**src/rtl/video_pkg.sv**
```systemverilog
// video_pkg: shared widths, accumulator reload constant and RGB channel slicing.
package video_pkg;
    localparam int PIX_W = 24;
    localparam int COORD_W = 12;
    localparam logic [COORD_W-1:0] COORD_MAX = 12'hFFF;

    // Channel 0 = B, 1 = G, 2 = R.
    function automatic logic [7:0] chan(input logic [PIX_W-1:0] p, input int i);
        return p[8*i +: 8];
    endfunction
endpackage

```
**src/rtl/video_bbox_overlay_cmp.sv**
```systemverilog
// rgb_window_cmp: inclusive per-channel unsigned window test on one RGB888 pixel.
module rgb_window_cmp
    import video_pkg::*;
(
    input  logic [PIX_W-1:0] pix_i,
    input  logic [PIX_W-1:0] lo_i,
    input  logic [PIX_W-1:0] hi_i,
    output logic             hit_o
);
    logic [2:0] ok;

    for (genvar c = 0; c < 3; c++) begin : g_ch
        assign ok[c] = chan(lo_i, c) <= chan(pix_i, c) && chan(pix_i, c) <= chan(hi_i, c);
    end

    assign hit_o = &ok;
endmodule

```
**src/rtl/video_bbox_overlay.sv**
```systemverilog
// video_bbox_overlay: per-frame colour-window bounding box with previous-frame border overlay.
module video_bbox_overlay
    import video_pkg::*;
#(
    parameter int unsigned      BORDER    = 2,
    parameter logic [PIX_W-1:0] BOX_COLOR = 24'hFF0000,
    parameter int unsigned      MIN_HITS  = 16
) (
    input  logic               clk,
    input  logic               rst,
    input  logic               i_hs,
    input  logic               i_vs,
    input  logic               i_de,
    input  logic [PIX_W-1:0]   i_data,
    input  logic [COORD_W-1:0] i_x,
    input  logic [COORD_W-1:0] i_y,
    input  logic [PIX_W-1:0]   th_lo,
    input  logic [PIX_W-1:0]   th_hi,
    input  logic               overlay_en,
    output logic               o_hs,
    output logic               o_vs,
    output logic               o_de,
    output logic [PIX_W-1:0]   o_data,
    output logic [COORD_W-1:0] box_x_min,
    output logic [COORD_W-1:0] box_x_max,
    output logic [COORD_W-1:0] box_y_min,
    output logic [COORD_W-1:0] box_y_max,
    output logic               box_valid,
    output logic [19:0]        hit_count,
    output logic               frame_done
);
    localparam logic [COORD_W:0] B13 = (COORD_W+1)'(BORDER);

    logic               hs1_q, vs1_q, de1_q, hit1_q, hit, fs, border, ov_en_q;
    logic [PIX_W-1:0]   data1_q, lo_q, hi_q;
    logic [COORD_W-1:0] x1_q, y1_q;
    logic [COORD_W-1:0] xmin_q, xmax_q, ymin_q, ymax_q, xmin_d, xmax_d, ymin_d, ymax_d;
    logic [19:0]        cnt_q, cnt_d;
    logic [COORD_W:0]   x13, y13, bx0, bx1, by0, by1;

    assign fs = i_vs & ~vs1_q;

    rgb_window_cmp u_cmp (.pix_i(i_data), .lo_i(lo_q), .hi_i(hi_q), .hit_o(hit));

    always_ff @(posedge clk or posedge rst) begin
        if (rst) {hs1_q, vs1_q, de1_q, hit1_q, data1_q, x1_q, y1_q} <= '0;
        else     {hs1_q, vs1_q, de1_q, hit1_q, data1_q, x1_q, y1_q} <= {i_hs, i_vs, i_de, i_de & hit, i_data, i_x, i_y};
    end

    // Frame-start reload wins over a stage-1 hit landing on the same edge.
    always_comb begin
        xmin_d = xmin_q;
        xmax_d = xmax_q;
        ymin_d = ymin_q;
        ymax_d = ymax_q;
        cnt_d  = cnt_q;
        if (fs) begin
            {xmin_d, xmax_d, ymin_d, ymax_d, cnt_d} = {COORD_MAX, {COORD_W{1'b0}}, COORD_MAX, {COORD_W{1'b0}}, 20'd0};
        end else if (hit1_q) begin
            xmin_d = x1_q < xmin_q ? x1_q : xmin_q;
            xmax_d = x1_q > xmax_q ? x1_q : xmax_q;
            ymin_d = y1_q < ymin_q ? y1_q : ymin_q;
            ymax_d = y1_q > ymax_q ? y1_q : ymax_q;
            cnt_d  = cnt_q + {19'd0, ~&cnt_q};
        end
    end

    always_ff @(posedge clk or posedge rst) begin
        if (rst) begin
            {xmin_q, xmax_q, ymin_q, ymax_q, cnt_q} <= {COORD_MAX, {COORD_W{1'b0}}, COORD_MAX, {COORD_W{1'b0}}, 20'd0};
            {lo_q, hi_q, ov_en_q} <= '0;
            {box_x_min, box_x_max, box_y_min, box_y_max, box_valid, hit_count, frame_done} <= '0;
        end else begin
            {xmin_q, xmax_q, ymin_q, ymax_q, cnt_q} <= {xmin_d, xmax_d, ymin_d, ymax_d, cnt_d};
            frame_done <= fs;
            if (fs) begin
                {box_x_min, box_x_max, box_y_min, box_y_max} <= {xmin_q, xmax_q, ymin_q, ymax_q};
                box_valid <= cnt_q >= 20'(MIN_HITS);
                hit_count <= cnt_q;
                {lo_q, hi_q, ov_en_q} <= {th_lo, th_hi, overlay_en};
            end
        end
    end

    // 13-bit edges keep the border band from wrapping near 0 and 4095.
    assign x13 = {1'b0, x1_q};
    assign y13 = {1'b0, y1_q};
    assign bx0 = {1'b0, box_x_min};
    assign bx1 = {1'b0, box_x_max};
    assign by0 = {1'b0, box_y_min};
    assign by1 = {1'b0, box_y_max};
    assign border = ov_en_q & box_valid & de1_q
                  & x13 >= bx0 & x13 <= bx1 & y13 >= by0 & y13 <= by1
                  & (x13 < bx0 + B13 | x13 > bx1 - B13 | y13 < by0 + B13 | y13 > by1 - B13);

    always_ff @(posedge clk or posedge rst) begin
        if (rst) {o_hs, o_vs, o_de, o_data} <= '0;
        else     {o_hs, o_vs, o_de, o_data} <= {hs1_q, vs1_q, de1_q, border ? BOX_COLOR : data1_q};
    end
endmodule
```
**config.mk**
```make
export PLATFORM = sky130hd
export DESIGN_NAME = video_bbox_overlay
export DESIGN_NICKNAME = d
export VERILOG_FILES = /design/src/rtl/video_pkg.sv /design/src/rtl/video_bbox_overlay_cmp.sv /design/src/rtl/video_bbox_overlay.sv
export SDC_FILE = /design/constraint.sdc
export NUM_CORES = 1
export LEC_CHECK = 0
export BUFFER_PORTS_ARGS = -buffer_cell sky130_fd_sc_hd__clkbuf_2
export CORE_MARGIN = 1.5
export CORE_UTILIZATION = 60
export DETAILED_ROUTE_END_ITERATION = 7
export PLACE_DENSITY_LB_ADDON = 0.12
export SYNTH_ARGS = -nofsm -noshare
export SYNTH_HDL_FRONTEND = slang
export SYNTH_HIERARCHICAL = 1
export SYNTH_SLANG_ARGS = --single-unit
```
**constraint.sdc**
```tcl
create_clock -name clk -period 13.63 [get_ports clk]
set_clock_uncertainty 0.05 [all_clocks]
set_input_delay 1.363 -clock clk [delete_from_list [all_inputs] [get_ports clk]]
set_output_delay 1.363 -clock clk [all_outputs]
set_load 0.05 [all_outputs]
```
==> results.cfg <==
[drt]
drt_first_pass_iters = 5
via_count = 11500
drt-wirelength-per-cell_um = 16.8
post-route-drc-count = 0
antenna_left = 0
avgViaCountPerCell = 5.63
drtIter0Drc = 636
drt_wl_total_um = 34600

[power]
clkPwrFrac = 0.359
intPower_mw = 1.62
p_comb_frac = 0.245
switching_share = 0.317
power_density_nw_per_um2 = 140
power.total_mw = 2.37
seq_power_share = 0.396
switchingPower_mw = 0.751
peakVddDrop_v = 0.000113
leakage_nw = 8.73

[synthesis]
synth.area.top_cells = dfrtp_1 41%, ha_1 16%, nand2_1 7.9%
synthArstFlopShare = 1.00
synth_edf_count = 0
syn_inst = 1523
synth.top_cell.area_share = 0.414
synth_cell_type_count = 60
synth_flop_cell = dfrtp_1
yosysTopAreaCell = dfrtp_1
ys_seq_area_frac = 0.457
netlist_area_um2 = 14600
syn_nets = 1817
postSynthRegisterBits = 266
synth_area_per_cell_um2 = 9.61
yosys_warnings = 6

[cells_and_area]
final_common_cell = nand2_1
syn_to_final_growth_pct = 15.6
regArea_um2 = 6690
fillCellCount = 1858
multiInputGateArea_um2 = 7200
final_core_util = 0.715
fin_nets = 2002
final_cell_mix = 309 x nand2_1, 242 x dfrtp_1, 198 x clkbuf_2
drive_gt1_frac = 0.170

[placed_design]
numPortBuffers = 198
dpl.hpwl_um = 24600
dp_slack_ps = 9590
gp_congestion = 0.840

[cts]
cts_hold_buffers = 0
cts-htree-levels = 1
cts_root_buffer = clkbuf_16
numCtsBuffers = 29
cts_resized = 0
path_clk_slew_ps = 60
insertion_delay_ps = 570
post-cts-setup-buffer-count = 0
cts_tree = yes
clock_sinks = 266
cts_max_path_buffers = 3

[sta]
finalCritPeriodShare = 0.264
fmax_mhz = 278
fin_crit_ps = 3600
slew_violations = 0
fin_ws_ps = 10030
hold_ws_ps = 298
finalSetupViolCount = 0
relSlewSlack = 0.249
totalNegativeSetupSlack_ps = 0
worst_slew_pin_slew_ps = 1130
rsz0062_at_grt = false
finalHoldViolCount = 0

[floorplanning]
rows = 56
die_w_um = 159
ioPinCount = 199
core-area_um2 = 23700
start_util = 0.618
die_area_um2 = 25300
die_h_um = 159

[global_routing]
grt_max_degree = 127
antenna_found_initial = 3
grt_overflow_total = 0
grt_pass1_wl_um = 57700
track_usage = 0.278
first_global_vias = 11700

[run]
maxCapViolCount = 0

[setup_path]
endpoint_kind = flip-flop
critPathArrivalTime_ps = 4000
cp.required_ps = 14040
critical_path.max_fanout = 24
cp-start-kind = flip-flop
critPathKind = reg2reg

[status]
status = completed

[worst_hold_path]
min-delay-path-class = reg2reg
==> worst paths after layout <==
path                                                   to  cells after the start  slack, ps                      from
worst max-delay path                  o_data[1]$_DFF_PP0_                     13      10030  box_y_min[3]$_DFFE_PP0P_
min in group asynchronous                  o_hs$_DFF_PP0_                      2        920                       rst
max in group asynchronous       hit_count[11]$_DFFE_PP0P_                      4      10380                       rst
worst min-delay path                       o_hs$_DFF_PP0_                      0        300           hs1_q$_DFF_PP0_
worst max register to register        o_data[1]$_DFF_PP0_                     13      10030  box_y_min[3]$_DFFE_PP0P_
worst min register to register             o_hs$_DFF_PP0_                      0        300           hs1_q$_DFF_PP0_
==> cell type report <==
| type | count | share of cell area |
|---|---|---|
| clock buffers | 45 | 0.0506 |
| flip-flops and latches | 266 | 0.395 |
| multi-input cells | 1060 | 0.425 |
| well taps | 319 | 0.0236 |
| clock inverters | 9 | 0.0109 |
| diodes | 1 | 0.000148 |
| inverters | 148 | 0.0334 |
| repair buffers | 203 | 0.0608 |
==> critical path, stage by stage (launching register included) <==
cell and delay, ps:
dfrtp_1 440, inv_1 110, nor3_1 260, and3_1 280
nand3_1 120, xnor2_1 220, ha_1 290, a21oi_1 150
o21ai_0 160, a211o_1 330, o22a_1 210, o2111ai_2 110
o2111ai_4 410, and2_1 330
==> stage by stage <==
step                      instances  area, um2
final                          2051      16900
after global routing           2050      16900
after CTS                      2050      16900
after detailed placement       1996      15900
after global placement         1996      15900
after floorplan                1523      14600
==> cell families after synthesis <==
family	synth area share
simple gates	0.165
compound gates	0.124
flops	0.457
buf+inv	0.0517
fa+ha+maj	0.164
xor+xnor	0.0287
mux	0.00957
==> synthesized netlist by cell type (all sizes together) (14+ instances only) <==
library cell / number
nand2: 309
dfrtp: 242
ha: 192
inv: 148
o21ai: 93
a21oi: 61
nand3: 49
clkbuf: 43
nand4: 41
xnor2: 41
o211ai: 32
a21o: 31
nor2: 30
dfstp: 24
and2: 17
nand2b: 15
nor3: 15
mux2i: 14
o31ai: 14
==> power groups by stage <==
stage / registers (mW) / logic [mW] / clock network [mW]
2_1_floorplan: 1.02 / 0.359 / 0
3_3_place_gp: 0.949 / 0.556 / 0
3_5_place_dp: 0.951 / 0.577 / 0
4_1_cts: 0.938 / 0.583 / 0.863
5_1_grt: 0.949 / 0.655 / 0.891
6_report: 0.940 / 0.580 / 0.851
==> per-layer routing <==
layer	part of all wire	vias to the layer above	GRT usage
li1	-	5597	-
met1	0.44	5570	0.359
met2	0.47	295	0.465
met3	0.061	77	0.0586
met4	0.033	2	0.0973
met5	0.00038	-	0
==> state kept, by name (all words and copies together), names as in the netlist, 12 cells and up <==
name / flops
ymin_q: 12
hi_q: 24
box_x_max: 12
x1_q: 12
xmax_q: 12
lo_q: 24
o_data: 24
hit_count: 20
y1_q: 12
ymax_q: 12
box_y_max: 12
xmin_q: 12
box_x_min: 12
data1_q: 24
box_y_min: 12
cnt_q: 20
Note: power is estimated with default switching activity, not from simulation.
